===== config.mk =====
export PLATFORM = sky130hd
export DESIGN_NAME = serial_link_enqueue_arbiter_flat
export DESIGN_NICKNAME = d
export VERILOG_FILES = /design/src/rtl/serial_link_enqueue_arbiter_pkg.sv /design/src/rtl/serial_link_enqueue_arbiter_if.sv /design/src/rtl/serial_link_enqueue_arbiter_rr_select.sv /design/src/rtl/serial_link_enqueue_arbiter.sv /design/src/flat_wrapper.sv
export SDC_FILE = /design/constraint.sdc
export NUM_CORES = 1
export LEC_CHECK = 0
export ABC_AREA = 1
export BUFFER_PORTS_ARGS = -buffer_cell sky130_fd_sc_hd__buf_4
export CAP_MARGIN = 20
export CELL_PAD_IN_SITES_DETAIL_PLACEMENT = 2
export CELL_PAD_IN_SITES_GLOBAL_PLACEMENT = 2
export CORE_AREA = 3 3 175 177
export CTS_CLUSTER_DIAMETER = 120
export DETAILED_ROUTE_END_ITERATION = 12
export DIE_AREA = 0 0 178 180
export PLACE_DENSITY = 0.8
export SYNTH_ARGS = -nofsm -noshare
export SYNTH_HDL_FRONTEND = slang
export SYNTH_HIERARCHICAL = 1
export SYNTH_SLANG_ARGS = --single-unit
export TNS_END_PERCENT = 10

===== constraint.sdc =====
create_clock -name clk_i -period 8.1 [get_ports clk_i]
set_clock_uncertainty 0.2 [all_clocks]
set_input_delay 1.215 -clock clk_i [delete_from_list [all_inputs] [get_ports clk_i]]
set_output_delay 1.215 -clock clk_i [all_outputs]
set_load 0.05 [all_outputs]

===== src/rtl/serial_link_enqueue_arbiter_pkg.sv =====
// Shared types and helpers for the serial link enqueue arbiter.
package serial_link_enqueue_arbiter_pkg;

    typedef enum logic [0:0] {
        ArbIdle,
        ArbLocked
    } arb_state_e;

    // Round-robin successor of a channel index, wrapping at num_chan.
    function automatic int unsigned rr_next(int unsigned idx, int unsigned num_chan);
        return (idx + 1 >= num_chan) ? 0 : idx + 1;
    endfunction

endpackage


===== src/rtl/serial_link_enqueue_arbiter_if.sv =====
// Per-channel source streams plus the single arbitrated stream towards the enqueue stage.
interface serial_link_enqueue_arbiter_if #(
    parameter int unsigned NumChan   = 5,
    parameter int unsigned DataWidth = 64,
    parameter int unsigned StrbWidth = 8
);
    localparam int unsigned IdWidth = $clog2(NumChan);

    logic [NumChan-1:0]           valid_i;
    logic [NumChan-1:0]           ready_o;
    logic [NumChan-1:0]           last_i;
    logic [NumChan*DataWidth-1:0] data_i;
    logic [NumChan*StrbWidth-1:0] strb_i;
    logic                         valid_o;
    logic                         ready_i;
    logic [DataWidth-1:0]         data_o;
    logic [StrbWidth-1:0]         strb_o;
    logic [IdWidth-1:0]           chan_id_o;

    // Arbiter side.
    modport slave (
        input  valid_i, last_i, data_i, strb_i, ready_i,
        output ready_o, valid_o, data_o, strb_o, chan_id_o
    );

    // Source / enqueue-stage side.
    modport master (
        output valid_i, last_i, data_i, strb_i, ready_i,
        input  ready_o, valid_o, data_o, strb_o, chan_id_o
    );

endinterface


===== src/rtl/serial_link_enqueue_arbiter_rr_select.sv =====
// Combinational rotating priority pick: first set request at or after ptr_i, wrapping.
module serial_link_enqueue_arbiter_rr_select #(
    parameter int unsigned NumChan = 5,
    parameter int unsigned IdWidth = $clog2(NumChan)
) (
    input  logic [NumChan-1:0] req_i,
    input  logic [IdWidth-1:0] ptr_i,
    output logic [IdWidth-1:0] idx_o,
    output logic               found_o
);

    int unsigned cand;

    always_comb begin
        found_o = 1'b0;
        idx_o   = '0;
        cand    = 0;
        for (int unsigned k = 0; k < NumChan; k++) begin
            cand = (32'(ptr_i) + k) % NumChan;
            if (!found_o && req_i[cand]) begin
                found_o = 1'b1;
                idx_o   = IdWidth'(cand);
            end
        end
    end

endmodule


===== src/rtl/serial_link_enqueue_arbiter.sv =====
// Packet-level locked round-robin arbiter in front of the serial link enqueue stage.
// Optional starvation boost enabled by defining SERIAL_LINK_ARB_STARVE_EN.
module serial_link_enqueue_arbiter
    import serial_link_enqueue_arbiter_pkg::*;
#(
    parameter int unsigned NumChan      = 5,
    parameter int unsigned DataWidth    = 64,
    parameter int unsigned StrbWidth    = 8,
    parameter int unsigned StarveCycles = 16
) (
    input logic                         clk_i,
    input logic                         rst_i,
    serial_link_enqueue_arbiter_if.slave bus
);

    localparam int unsigned IdWidth = $clog2(NumChan);

    arb_state_e         state_q, state_d;
    logic [IdWidth-1:0] rr_ptr_q, rr_ptr_d;
    logic [IdWidth-1:0] grant_q, grant_d;

    logic [IdWidth-1:0] rr_idx, sel_idx, cur_idx;
    logic               rr_found, sel_found, cur_vld, hs;

    logic                 valid_out;
    logic [NumChan-1:0]   ready_out;
    logic [DataWidth-1:0] data_out;
    logic [StrbWidth-1:0] strb_out;
    logic [IdWidth-1:0]   id_out;

    serial_link_enqueue_arbiter_rr_select #(
        .NumChan (NumChan),
        .IdWidth (IdWidth)
    ) u_rr_select (
        .req_i   (bus.valid_i),
        .ptr_i   (rr_ptr_q),
        .idx_o   (rr_idx),
        .found_o (rr_found)
    );

`ifdef SERIAL_LINK_ARB_STARVE_EN
    localparam int unsigned CntWidth = $clog2(StarveCycles + 1);

    logic [CntWidth-1:0] wait_q [NumChan];
    logic [NumChan-1:0]  starved, granted;
    logic [IdWidth-1:0]  starve_idx;
    logic                starve_found;

    always_comb begin
        starved = '0;
        granted = '0;
        for (int unsigned c = 0; c < NumChan; c++) begin
            starved[c] = bus.valid_i[c] && (32'(wait_q[c]) >= StarveCycles);
            granted[c] = (state_q == ArbLocked) ? (grant_q == IdWidth'(c))
                                                : (sel_found && sel_idx == IdWidth'(c));
        end
    end

    // Pointer fixed at zero gives lowest-index-wins among starved channels.
    serial_link_enqueue_arbiter_rr_select #(
        .NumChan (NumChan),
        .IdWidth (IdWidth)
    ) u_starve_select (
        .req_i   (starved),
        .ptr_i   ('0),
        .idx_o   (starve_idx),
        .found_o (starve_found)
    );

    assign sel_idx   = starve_found ? starve_idx : rr_idx;
    assign sel_found = starve_found | rr_found;

    always_ff @(posedge clk_i) begin
        if (rst_i) begin
            for (int unsigned c = 0; c < NumChan; c++) wait_q[c] <= '0;
        end else begin
            for (int unsigned c = 0; c < NumChan; c++) begin
                if (hs && cur_idx == IdWidth'(c) && bus.last_i[c]) begin
                    wait_q[c] <= '0;
                end else if (bus.valid_i[c] && !granted[c] && wait_q[c] != '1) begin
                    wait_q[c] <= wait_q[c] + 1'b1;
                end
            end
        end
    end
`else
    assign sel_idx   = rr_idx;
    assign sel_found = rr_found;
`endif

    // While locked the selection is frozen to the owner, even across bubbles.
    assign cur_idx = (state_q == ArbLocked) ? grant_q : sel_idx;
    assign cur_vld = (state_q == ArbLocked) ? bus.valid_i[grant_q] : sel_found;

    always_comb begin
        valid_out = 1'b0;
        ready_out = '0;
        data_out  = '0;
        strb_out  = '0;
        id_out    = '0;
        state_d   = state_q;
        rr_ptr_d  = rr_ptr_q;
        grant_d   = grant_q;

        if (!rst_i && cur_vld) begin
            valid_out          = 1'b1;
            id_out             = cur_idx;
            data_out           = bus.data_i[32'(cur_idx)*DataWidth +: DataWidth];
            strb_out           = bus.strb_i[32'(cur_idx)*StrbWidth +: StrbWidth];
            ready_out[cur_idx] = bus.ready_i;
        end
        hs = valid_out && bus.ready_i;

        unique case (state_q)
            ArbIdle: begin
                if (cur_vld) begin
                    if (hs && bus.last_i[cur_idx]) begin
                        rr_ptr_d = IdWidth'(rr_next(32'(cur_idx), NumChan));
                    end else begin
                        state_d = ArbLocked;
                        grant_d = cur_idx;
                    end
                end
            end
            ArbLocked: begin
                if (hs && bus.last_i[grant_q]) begin
                    state_d  = ArbIdle;
                    rr_ptr_d = IdWidth'(rr_next(32'(grant_q), NumChan));
                end
            end
            default: state_d = ArbIdle;
        endcase
    end

    always_ff @(posedge clk_i) begin
        if (rst_i) begin
            state_q  <= ArbIdle;
            rr_ptr_q <= '0;
            grant_q  <= '0;
        end else begin
            state_q  <= state_d;
            rr_ptr_q <= rr_ptr_d;
            grant_q  <= grant_d;
        end
    end

    assign bus.valid_o   = valid_out;
    assign bus.ready_o   = ready_out;
    assign bus.data_o    = data_out;
    assign bus.strb_o    = strb_out;
    assign bus.chan_id_o = id_out;

endmodule


===== src/flat_wrapper.sv =====
// flat-port wrapper written by rule: the top's interface ports become plain ports
module serial_link_enqueue_arbiter_flat import serial_link_enqueue_arbiter_pkg::*;
#(
    parameter int unsigned NumChan      = 5,
    parameter int unsigned DataWidth    = 64,
    parameter int unsigned StrbWidth    = 8,
    parameter int unsigned StarveCycles = 16
)
  (clk_i, rst_i, bus_valid_i, bus_last_i, bus_data_i, bus_strb_i, bus_ready_i, bus_ready_o, bus_valid_o, bus_data_o, bus_strb_o, bus_chan_id_o);
  serial_link_enqueue_arbiter_if #(.NumChan(NumChan), .DataWidth(DataWidth), .StrbWidth(StrbWidth)) bus_i ();
  input logic clk_i;
  input logic rst_i;
  input wire logic [$bits(bus_i.valid_i)-1:0] bus_valid_i;
  input wire logic [$bits(bus_i.last_i)-1:0] bus_last_i;
  input wire logic [$bits(bus_i.data_i)-1:0] bus_data_i;
  input wire logic [$bits(bus_i.strb_i)-1:0] bus_strb_i;
  input wire logic [$bits(bus_i.ready_i)-1:0] bus_ready_i;
  output wire logic [$bits(bus_i.ready_o)-1:0] bus_ready_o;
  output wire logic [$bits(bus_i.valid_o)-1:0] bus_valid_o;
  output wire logic [$bits(bus_i.data_o)-1:0] bus_data_o;
  output wire logic [$bits(bus_i.strb_o)-1:0] bus_strb_o;
  output wire logic [$bits(bus_i.chan_id_o)-1:0] bus_chan_id_o;
  assign bus_i.valid_i = bus_valid_i;
  assign bus_i.last_i = bus_last_i;
  assign bus_i.data_i = bus_data_i;
  assign bus_i.strb_i = bus_strb_i;
  assign bus_i.ready_i = bus_ready_i;
  assign bus_ready_o = bus_i.ready_o;
  assign bus_valid_o = bus_i.valid_o;
  assign bus_data_o = bus_i.data_o;
  assign bus_strb_o = bus_i.strb_o;
  assign bus_chan_id_o = bus_i.chan_id_o;
  serial_link_enqueue_arbiter #(.NumChan(NumChan), .DataWidth(DataWidth), .StrbWidth(StrbWidth), .StarveCycles(StarveCycles)) u_core (.clk_i(clk_i), .rst_i(rst_i), .bus(bus_i));
endmodule

==> results of run 1 <==
sequential cells by signal (all words and copies together) (netlist names):
signal and count:
u_core/grant_q 3, u_core/rr_ptr_q 3, u_core/state_q 1
worst max-delay path by stage:
stage                                                from             end  cells after the start  slack, ps
after CTS                 u_core/rr_ptr_q[1]$_SDFFE_PP0P_  bus_data_o[57]                     28        860
after detailed placement  u_core/rr_ptr_q[1]$_SDFFE_PP0P_  bus_data_o[33]                     29       1150
after global routing      u_core/rr_ptr_q[1]$_SDFFE_PP0P_  bus_data_o[33]                     29        310
after global placement    u_core/rr_ptr_q[1]$_SDFFE_PP0P_  bus_data_o[57]                     30       1360
final                     u_core/rr_ptr_q[1]$_SDFFE_PP0P_  bus_data_o[33]                     29        850
after floorplan           u_core/rr_ptr_q[0]$_SDFFE_PP0P_  bus_data_o[14]                     28       1110
cells by family after synthesis:
logic type | Yosys count | share of synthesized area (%)
adders and majority gates | 22 | 6.28
AOI/OAI and AO/OA | 224 | 31.1
DFF | 7 | 3.20
xor gates and xnor gates | 7 | 1.83
buffers and inverters | 123 | 13.0
and+or+nand+nor | 389 | 44.6
per-stage QoR:
stage	instance area, um2	hold WS, ps	std cells	worst slack (ps)	util [%]
2_1_floorplan	4390	337	772	1110	-
3_3_place_gp	8140	410	1576	1360	27.7
3_5_place_dp	8140	429	1576	1150	27.7
4_1_cts	8220	435	1580	858	28.0
5_1_grt	8230	497	1583	314	28.0
6_report	8230	429	1584	853	28.0
cell type report:
| class | instances | area, um2 |
|---|---|---|
| timing repair buffer | 472 | 3570 |
| sequential | 7 | 140 |
| fill | 3621 | 21200 |
| antenna | 4 | 10.0 |
| clock buffer | 4 | 78.8 |
| inverter | 65 | 249 |
| tap | 390 | 488 |
| multi-input combinational | 642 | 3700 |
worst reg2reg max path, delay by kind of cell, from the launching register on:
kind,cells,cell delay [ps]
DFF,1,400
AOI/OAI and AO/OA,2,790
and+or+nand+nor,19,1950
xor gates and xnor gates,1,260
adders and majority gates,4,930
buffers and inverters,6,1060
metal layers:
metal	global-route usage, %	vias to the layer above
li1	-	3656
met5	0	-
met3	6.15	47
met2	37.9	329
met4	6.60	4
met1	25.5	3746
layout by cell type, fill, tap and decap left out, types with 4 or more instances in the layout:
cell	Yosys	final
o211ai_1	4	4
o21ai_0	14	14
inv_1	54	54
nand4_1	15	15
o221ai_1	11	11
a21oi_1	52	52
dfxtp_1	7	7
nand2_1	158	158
o21ai_1	22	22
nand3_1	45	45
inv_2	10	10
buf_4	6	470
nor3_1	12	12
ha_1	22	22
nand2_4	5	6
o22ai_1	112	112
nand3_2	11	9
nand2_2	22	21
diode_2	0	4
xor2_1	6	6
nor2_1	49	49
nor4_1	61	61
==> results.py, run 1 <==
metrics = {
    "run_status": {
        "status": "finished clean",
    },
    "timing": {
        "max_freq_ghz": 0.138,
        "rsz0062_at_grt": "false",
        "tns_ps": 0,
        "finalSetupViolCount": 0,
        "slew_violations": 0,
        "relSlewSlack_pct": 50.9,
        "worst_pin_slew_ps": 736,
        "hold_violations": 0,
        "period_share_pct": 89.5,
        "period_minus_slack_ps": 7250,
    },
    "finish": {
        "final_layout_size_suffix_gt1_share_pct": 45.5,
        "layout.nets": 1586,
        "synthToLayoutAreaGrowth_pct": 87.7,
    },
    "cts": {
        "cts_sinks": 7,
        "cts_tree": "yes",
        "cts_root_buf": "clkbuf_16",
        "cts_resized": 0,
        "numCtsBuffers": 3,
        "clk_latency_ps": 240,
        "cts_max_path_buffers": 2,
        "post-cts-setup-buffer-count": 0,
        "ctsHoldBuffers": 0,
        "path_clk_slew_ps": 40,
        "h-tree-depth": 1,
    },
    "route": {
        "viasPerCell": 4.91,
        "ant_nets": 0,
        "wirelength_mm": 37.0,
        "drtPass1Iterations": 5,
        "drtIter0Drc": 436,
        "drc": 0,
        "wl_met2_mm": 18.2,
        "wire_per_inst_um": 23.3,
        "num_vias": 7782,
        "wl_met1_mm": 14.3,
        "routed.top_layer": "met5",
        "met3_length_mm": 3.38,
    },
    "worst_setup_path": {
        "reg2reg_slack_ps": 2490,
        "cpPeakStageDelay_ps": 560,
        "cpMaxStageDelayCell": "nor4_1",
        "reg2reg_to": "u_core/grant_q[1]$_SDFFE_PP0P_",
        "reg2reg_depth": 32,
        "critPathTopFamily": "simple AND/OR/NAND/NOR gates",
        "path_buf_inv": 6,
        "reg2reg_from": "u_core/rr_ptr_q[1]$_SDFFE_PP0P_",
        "cp-end-kind": "output port",
        "worstSetupPathType": "reg2out",
        "path_max_fanout": 26,
        "required_ps": 6680,
        "start_kind": "register",
        "critical_path_arrival_ps": 5830,
    },
    "floorplan": {
        "die_h_um": 180,
        "die_w_um": 178,
        "dieArea_mm2": 0.0320,
        "coreArea_mm2": 0.0294,
        "rows": 63,
        "initial_core_util_pct": 14.9,
        "io_pins": 454,
    },
    "logic_synthesis": {
        "synth-edff-count": 0,
        "syn_inst": 772,
        "synth_area_leaders": "o22ai_1, nand2_1, nor4_1, ha_1, a21oi_1",
        "ys_types": 41,
        "synth.most_common_cell": "nand2_1",
        "synth.top_cell.area_share_pct": 16.0,
        "yosysTopAreaCell": "o22ai_1",
        "synth.yosys.seq_area_share_pct": 3.20,
        "ys_async_sr_fraction_pct": 0,
        "postSynthAreaPerCell_um2": 5.68,
        "ys_top_cells_by_count": "nand2_1, o22ai_1, nor4_1",
        "ys_ff_latch": 7,
        "synth_warnings": 6,
        "syn_area_mm2": 0.00439,
        "ys.flop_type": "dfxtp_1",
        "syn_nets": 1167,
    },
    "hold_path": {
        "min_path_cells": 2,
        "hp-class": "reg2reg",
        "min_from": "u_core/rr_ptr_q[1]$_SDFFE_PP0P_",
        "holdPathEnd": "u_core/rr_ptr_q[1]$_SDFFE_PP0P_",
    },
    "place": {
        "place_congestion": 1.02,
        "port_buffers": 453,
        "dpl.hpwl_mm": 31.0,
    },
    "global_routing": {
        "grt.total_usage_pct": 21.7,
        "grt_max_degree": 74,
        "grt_antenna_before_repair": 6,
        "gr-total-overflow": 0,
        "grt_pass1_wl_mm": 53.5,
        "grt_pass1_vias": 8547,
    },
    "job": {
        "drv_cap": 0,
    },
}
Power of run 1 is not shown: default switching activity piles up to over one toggle a cycle in this logic, so the estimate is an artifact.
==> run 2, diff against run 1 <==
--- a/config.mk
+++ b/config.mk
@@ -10,13 +10,12 @@
 export CAP_MARGIN = 20
 export CELL_PAD_IN_SITES_DETAIL_PLACEMENT = 2
 export CELL_PAD_IN_SITES_GLOBAL_PLACEMENT = 2
-export CORE_AREA = 3 3 175 177
+export CORE_MARGIN = 3
+export CORE_UTILIZATION = 20
 export CTS_CLUSTER_DIAMETER = 120
 export DETAILED_ROUTE_END_ITERATION = 12
-export DIE_AREA = 0 0 178 180
-export PLACE_DENSITY = 0.8
+export PLACE_DENSITY = 0.88
 export SYNTH_ARGS = -nofsm -noshare
 export SYNTH_HDL_FRONTEND = slang
-export SYNTH_HIERARCHICAL = 1
 export SYNTH_SLANG_ARGS = --single-unit
 export TNS_END_PERCENT = 10
==> run 2 against run 1 <==
Effect of this change: utilization grew 4.8 points; register-to-register slack lost 150 ps; sequential share of layout area shrank 0.28 points; final area grew 19%; critical path depth grew 1; die area grew 2.5%; first-iteration DRC count shrank 5.5%; worst setup slack gained 45 ps.
==> results.py, run 2 <==
metrics = {
    "run_status": {
        "status": "finished clean",
    },
    "timing": {
        "period_share_pct": 88.9,
        "slew_violations": 0,
        "max_freq_ghz": 0.139,
        "finalSetupViolCount": 0,
        "relSlewSlack_pct": 40.6,
        "worst_pin_slew_ps": 890,
        "tns_ps": 0,
        "hold_violations": 0,
        "whs_ps": 347,
        "fin_ws_ps": 898,
        "period_minus_slack_ps": 7200,
        "rsz0062_at_grt": "false",
    },
    "global_routing": {
        "met3_usage_pct": 5.64,
        "grt.total_usage_pct": 24.0,
        "grt_busiest_layer": "met2",
        "grt_antenna_before_repair": 8,
        "use_met1_pct": 26.3,
        "gr-total-overflow": 0,
        "grt_pass1_wl_mm": 62.7,
        "grt_pass1_vias": 10426,
        "grt_max_degree": 140,
        "grt_util_met2_pct": 45.2,
    },
    "route": {
        "wire_per_inst_um": 22.3,
        "ant_nets": 0,
        "viasPerCell": 4.98,
        "num_vias": 9411,
        "drc": 0,
        "drtIter0Drc": 412,
        "drtPass1Iterations": 4,
        "wirelength_mm": 42.1,
    },
    "place": {
        "dp_cells": 1878,
        "port_buffers": 453,
        "preCtsSetupSlack_ps": 1130,
        "dpl.hpwl_mm": 34.5,
        "place_congestion": 0.864,
    },
    "pwr": {
        "comb_power_share_pct": 97.4,
        "switchingPower_w": 0.00408,
        "pwr_density_cell_mw_per_mm2": 589,
        "intPower_w": 0.00172,
        "swShare_pct": 70.4,
        "p_leak_nw": 4.91,
        "power_frac_seq_pct": 1.2,
        "clock_power_share_pct": 1.5,
        "vdd_ir_drop_max_mv": 0.484,
    },
    "hold_path": {
        "min_path_cells": 2,
        "min_from": "u_core.grant_q[2]$_SDFFE_PP0P_",
        "hp-class": "reg2reg",
        "holdPathEnd": "u_core.grant_q[2]$_SDFFE_PP0P_",
    },
    "cts": {
        "cts_root_buf": "clkbuf_16",
        "cts_tree": "yes",
        "clk_latency_ps": 230,
        "numCtsBuffers": 3,
        "cts_sinks": 7,
        "cts_resized": 0,
        "ctsHoldBuffers": 0,
        "h-tree-depth": 1,
        "path_clk_slew_ps": 40,
        "cts_max_path_buffers": 2,
        "post-cts-setup-buffer-count": 0,
    },
    "logic_synthesis": {
        "synth_warnings": 0,
        "postSynthAreaPerCell_um2": 5.57,
        "synth.yosys.seq_area_share_pct": 2.28,
        "synth_area_leaders": "nand2_1, nand3_1, a211oi_2, nand2_2, a21oi_1",
        "syn_inst": 1103,
        "syn_area_mm2": 0.00614,
        "ys_async_sr_fraction_pct": 0,
        "yosysTopAreaCell": "nand2_1",
        "ys_ff_latch": 7,
        "ys_top_cells_by_count": "nand2_1, nand3_1, a21oi_1",
        "synth-edff-count": 0,
        "syn_nets": 1497,
        "ys_types": 42,
        "synth.top_cell.area_share_pct": 24.6,
        "ys.flop_type": "dfxtp_1",
        "synth.most_common_cell": "nand2_1",
    },
    "worst_setup_path": {
        "reg2reg_from": "u_core.rr_ptr_q[0]$_SDFFE_PP0P_",
        "critPathTopFamily": "simple AND/OR/NAND/NOR gates",
        "start_kind": "register",
        "reg2reg_slack_ps": 2340,
        "cpPeakStageDelay_ps": 550,
        "path_buf_inv": 6,
        "reg2reg_depth": 30,
        "cpMaxStageDelayCell": "nor2_4",
        "cp-end-kind": "output port",
        "path_common_cell": "nand2_1",
        "critical_path_arrival_ps": 5790,
        "reg2reg_to": "u_core.rr_ptr_q[1]$_SDFFE_PP0P_",
        "path_max_fanout": 29,
        "worstSetupPathType": "reg2out",
        "cp.depth": 30,
        "required_ps": 6680,
    },
    "job": {
        "drv_cap": 0,
    },
    "finish": {
        "final_layout_size_suffix_gt1_share_pct": 43.8,
        "final_common_cell": "buf_4",
        "layout.nets": 1887,
        "stdcell_count": 1889,
        "top_regs": "u_core.grant_q: 3 flops, u_core.rr_ptr_q: 3 flops, u_core.state_q: 1 flops",
        "synthToLayoutAreaGrowth_pct": 60.1,
        "n_fill_cell": 3760,
        "final_cell_mix": "buf_4, nand2_1, nand3_1",
    },
    "floorplan": {
        "die_w_um": 181,
        "die_h_um": 181,
        "io_pins": 454,
        "dieArea_mm2": 0.0328,
        "initial_core_util_pct": 20.5,
        "rows": 63,
        "coreArea_mm2": 0.0300,
    },
}
-- run 2: cell types whose count changed in the layout (fill, tap and decap cells not counted), sizes merged, moves of 14 or more --
cell    delta
o21ai     -18
nor4      -62
nand2    +292
o22ai    -111
nor2      -14
a211oi    +72
a21oi     +35
nand3    +142
-- run 2: power groups by stage --
| stage | clock network (W) | registers (W) | logic [W] |
|---|---|---|---|
| floorplan | 0 | 0.0000566 | 0.00411 |
| global placement | 0 | 0.0000658 | 0.00554 |
| detailed placement | 0 | 0.0000663 | 0.00568 |
| CTS | 0.0000859 | 0.0000671 | 0.00570 |
| global route | 0.0000901 | 0.0000692 | 0.00610 |
| finish | 0.0000848 | 0.0000674 | 0.00564 |
-- run 2: layout make-up --
type / instances / area (um2) / share of cell area [%]
multi-input cells: 953 / 5250 / 53.4
repair buffers: 469 / 3630 / 37.0
well taps: 390 / 488 / 4.96
inverters: 59 / 221 / 2.25
flip-flops and latches: 7 / 140 / 1.43
clock buffers: 4 / 78.8 / 0.802
diodes: 7 / 17.5 / 0.178
-- run 2: worst reg2reg max path, delay by kind of cell (launching register included) --
family                     cells  cell delay (ps)
DFF                            1              320
buffers and inverters          4              510
xor gates and xnor gates       1              280
and+or+nand+nor               20             3020
AOI/OAI and AO/OA              1              270
adders and majority gates      4             1040
-- run 2: how the worst max path moves through the flow --
stage	from	end	slack, ps
2_1_floorplan	u_core.rr_ptr_q[0]$_SDFFE_PP0P_	bus_ready_o[1]	1310
6_report	u_core.rr_ptr_q[0]$_SDFFE_PP0P_	bus_data_o[38]	900
3_3_place_gp	u_core.rr_ptr_q[0]$_SDFFE_PP0P_	bus_data_o[60]	1510
4_1_cts	u_core.rr_ptr_q[0]$_SDFFE_PP0P_	bus_data_o[60]	870
3_5_place_dp	u_core.rr_ptr_q[0]$_SDFFE_PP0P_	bus_data_o[60]	1130
5_1_grt	u_core.rr_ptr_q[0]$_SDFFE_PP0P_	bus_data_o[38]	400
-- run 2: metal layers --
| metal | wire (um) | vias to the layer above |
|---|---|---|
| met5 | 34 | - |
| met4 | 1490 | 4 |
| met3 | 2940 | 66 |
| met2 | 21900 | 349 |
| met1 | 15700 | 4522 |
| li1 | - | 4470 |
-- run 2: cells by family (layout without fill, tap and decap cells) --
| kind of cell | after synthesis | count (layout) | share of synthesized area [%] |
|---|---|---|---|
| buffers and inverters | 143 | 532 | 12.5 |
| xor gates and xnor gates | 5 | 5 | 0.713 |
| DFF | 7 | 7 | 2.28 |
| adders and majority gates | 21 | 21 | 4.28 |
| AOI/OAI and AO/OA | 190 | 190 | 25.2 |
| other | 0 | 7 | 0 |
| and+or+nand+nor | 737 | 737 | 55.0 |
-- run 2: stage by stage --
step	util, %	cell area [um2]	total power (W)
2_1_floorplan	-	6140	0.00417
3_3_place_gp	32.5	9740	0.00561
3_5_place_dp	32.5	9740	0.00575
4_1_cts	32.8	9810	0.00586
5_1_grt	32.8	9830	0.00626
6_report	32.8	9830	0.00579
Note: power is estimated with default switching activity, not from simulation.
==> run 3, diff against run 2 <==
--- a/config.mk
+++ b/config.mk
@@ -5,16 +5,16 @@
 export SDC_FILE = /design/constraint.sdc
 export NUM_CORES = 1
 export LEC_CHECK = 0
-export ABC_AREA = 1
 export BUFFER_PORTS_ARGS = -buffer_cell sky130_fd_sc_hd__buf_4
 export CAP_MARGIN = 20
 export CELL_PAD_IN_SITES_DETAIL_PLACEMENT = 2
 export CELL_PAD_IN_SITES_GLOBAL_PLACEMENT = 2
-export CORE_MARGIN = 3
-export CORE_UTILIZATION = 20
+export CORE_AREA = 3 3 175 177
+export CTS_BUF_LIST = sky130_fd_sc_hd__clkbuf_8
 export CTS_CLUSTER_DIAMETER = 120
 export DETAILED_ROUTE_END_ITERATION = 12
-export PLACE_DENSITY = 0.88
+export DIE_AREA = 0 0 178 180
+export PLACE_DENSITY = 0.82
 export SYNTH_ARGS = -nofsm -noshare
 export SYNTH_HDL_FRONTEND = slang
 export SYNTH_SLANG_ARGS = --single-unit
==> run 3 against run 2 <==
Effect of this change: utilization down 0.91 points; sequential share of layout area up 0.068 points; worst setup slack worse by 430 ps; non-clock buffer count up 5; critical path depth down 7; worst hold slack better by 110 ps; flip-flop and latch count unchanged.
==> results.py, run 3 <==
metrics = {
    "timing": {
        "period_share_pct": 94.2,
        "max_freq_ghz": 0.131,
        "period_minus_slack_ps": 7630,
        "worst_pin_slew_ps": 713,
        "slew_violations": 0,
        "hold_violations": 0,
        "tns_ps": 0,
        "rsz0062_at_grt": "false",
        "finalSetupViolCount": 0,
        "relSlewSlack_pct": 52.5,
        "whs_ps": 455,
    },
    "worst_setup_path": {
        "start_kind": "register",
        "cp-end-kind": "output port",
        "required_ps": 6680,
        "crit_chain": "inv_2 > ha_2 > inv_1 > ha_1 > inv_1 > ha_1 > nor3_1 > o21ai_0 > nand2_1 > ha_1 > nor2b_2 > o221ai_1 > a211oi_1 > nor4_2 > nor2_1 > nor2_1 > nand3_1 > o2bb2ai_4 > clkbuf_16 > mux2i_1 > o22a_1 > a311oi_1 > buf_4",
        "cpPeakStageDelay_ps": 450,
        "critPathTopFamily": "compound AO/OA/AOI/OAI gates",
        "worstSetupPathType": "reg2out",
        "path_max_fanout": 36,
        "cp.depth": 23,
        "critical_path_arrival_ps": 6210,
        "cpMaxStageDelayCell": "a311oi_1",
        "reg2reg_depth": 24,
        "path_buf_inv": 5,
        "path_common_cell": "ha_1",
    },
    "route": {
        "drc": 0,
        "routed.top_layer": "met4",
        "wire_per_inst_um": 23.4,
        "wl_met2_mm": 20.1,
        "num_vias": 8300,
        "drtIter0Drc": 294,
        "met3_length_mm": 1.82,
        "ant_nets": 0,
        "wirelength_mm": 37.5,
        "wl_met1_mm": 14.8,
        "drtPass1Iterations": 4,
        "viasPerCell": 5.19,
    },
    "global_routing": {
        "grt_antenna_before_repair": 0,
        "gr-total-overflow": 0,
        "grt_pass1_vias": 8900,
        "grt_pass1_wl_mm": 54.3,
        "grt_max_degree": 78,
        "grt.total_usage_pct": 21.3,
    },
    "floorplan": {
        "rows": 63,
        "initial_core_util_pct": 18.6,
        "dieArea_mm2": 0.0320,
        "die_w_um": 178,
        "io_pins": 454,
        "coreArea_mm2": 0.0294,
        "die_h_um": 180,
    },
    "logic_synthesis": {
        "syn_nets": 1211,
        "synth_compound_area_share_pct": 43.0,
        "synthMuxAreaShare_pct": 18.8,
        "synth.top_cell.area_share_pct": 15.5,
        "synth_warnings": 0,
        "syn_inst": 817,
        "postSynthAreaPerCell_um2": 6.70,
        "synth-edff-count": 0,
        "synth.yosys.seq_area_share_pct": 2.56,
        "ys.flop_type": "dfxtp_1",
        "ys_top_cells_by_count": "nand2_1, a21oi_1, mux2i_1",
        "synth_xor_area_share_pct": 1.62,
        "synthSimpleGateAreaFrac_pct": 21.1,
        "synth_fa_ha_area_share_pct": 4.80,
        "ys_types": 68,
        "synth_top_family_by_area": "compound AO/OA/AOI/OAI gates",
        "syn_area_mm2": 0.00548,
        "ys_ff_latch": 7,
        "synth_area_leaders": "mux2i_1, nand2_1, a311oi_1, o22a_1, a21oi_1",
        "ys_async_sr_fraction_pct": 0,
        "yosysTopAreaCell": "mux2i_1",
        "synth.most_common_cell": "nand2_1",
    },
    "run_status": {
        "status": "finished clean",
    },
    "finish": {
        "layout.nets": 1603,
        "final_cell_mix": "buf_4, nand2_1, a21oi_1",
        "final_common_cell": "buf_4",
        "synthToLayoutAreaGrowth_pct": 71.3,
        "top_regs": "u_core.grant_q: 3 flops, u_core.rr_ptr_q: 3 flops, u_core.state_q: 1 flops",
        "final_layout_size_suffix_gt1_share_pct": 42.4,
        "n_antenna_cell": 0,
    },
    "cts": {
        "h-tree-depth": 1,
        "cts_root_buf": "clkbuf_8",
        "clk_latency_ps": 230,
        "cts_sinks": 7,
        "path_clk_slew_ps": 50,
        "cts_max_path_buffers": 2,
        "cts_tree": "yes",
        "numCtsBuffers": 3,
    },
    "hold_path": {
        "hp-class": "reg2reg",
        "min_path_cells": 2,
    },
    "place": {
        "port_buffers": 453,
        "place_congestion": 0.867,
        "dpl.hpwl_mm": 29.5,
    },
    "job": {
        "drv_cap": 0,
    },
}
## run 3: through the flow
| step | util (%) | cell area [um2] | setup slack [ps] | std cells |
|---|---|---|---|---|
| floorplan | - | 5480 | 455 | 817 |
| global placement | 31.5 | 9270 | 892 | 1591 |
| detailed placement | 31.5 | 9270 | 580 | 1591 |
| CTS | 31.7 | 9310 | 282 | 1595 |
| global route | 31.9 | 9380 | 7.68 | 1598 |
| finish | 31.9 | 9380 | 471 | 1598 |
## run 3: timing repair
action | 4_1_cts | 5_1_grt
gates resized for setup | 0 | 11
buffers inserted | 0 | 1
endpoints found under the hold margin | 0 | 0
setup endpoints to repair | 0 | 74
hold buffers | 0 | 0
## run 3: layer usage
metal	global-route usage, %	vias up
met5	0	-
li1	-	3923
met2	40.2	269
met4	4.30	0
met3	2.96	34
met1	25.3	4074
## run 3: final timing paths
check / end / slack [ps] / startpoint
worst max-delay path: bus_data_o[45] / 470 / u_core.rr_ptr_q[1]$_SDFFE_PP0P_
worst max register to register: u_core.grant_q[2]$_SDFFE_PP0P_ / 1600 / u_core.rr_ptr_q[1]$_SDFFE_PP0P_
worst min register to register: u_core.grant_q[2]$_SDFFE_PP0P_ / 460 / u_core.grant_q[2]$_SDFFE_PP0P_
worst min-delay path: u_core.grant_q[2]$_SDFFE_PP0P_ / 460 / u_core.grant_q[2]$_SDFFE_PP0P_
## run 3: cell type report
type                    count  area, um2
flip-flops and latches      7        140
repair buffers            474       3650
clock buffers               3       41.3
inverters                  21       86.3
fillers                  3494      20000
well taps                 390        488
clock inverters             1       3.75
multi-input cells         702       4970
## run 3: logic make-up (layout without fill, tap and decap cells)
kind of cell	Yosys count	in the layout
mux	96	96
compound gates	315	315
xor+xnor	8	8
flops	7	7
buf+inv	108	499
fa+ha+maj	21	21
simple gates	262	262
## run 3: worst register-to-register path, stage by stage, from the launching register on
cell and delay, ps:
dfxtp_1 410, inv_2 180, ha_2 300, inv_1 70, ha_1 390, inv_1 190
ha_1 240, nor3_1 70, o21ai_0 280, nand2_1 130, ha_1 250, nor2b_2 190
o221ai_1 430, a211oi_1 130, nor4_2 360, nor2_1 120, nor2_1 220, nand3_1 190
o2bb2ai_4 400, buf_4 200, buf_6 330, mux4_2 460, a21oi_4 220, nand2_1 120
a221oi_1 310
Power of run 3 is left out for the same reason.
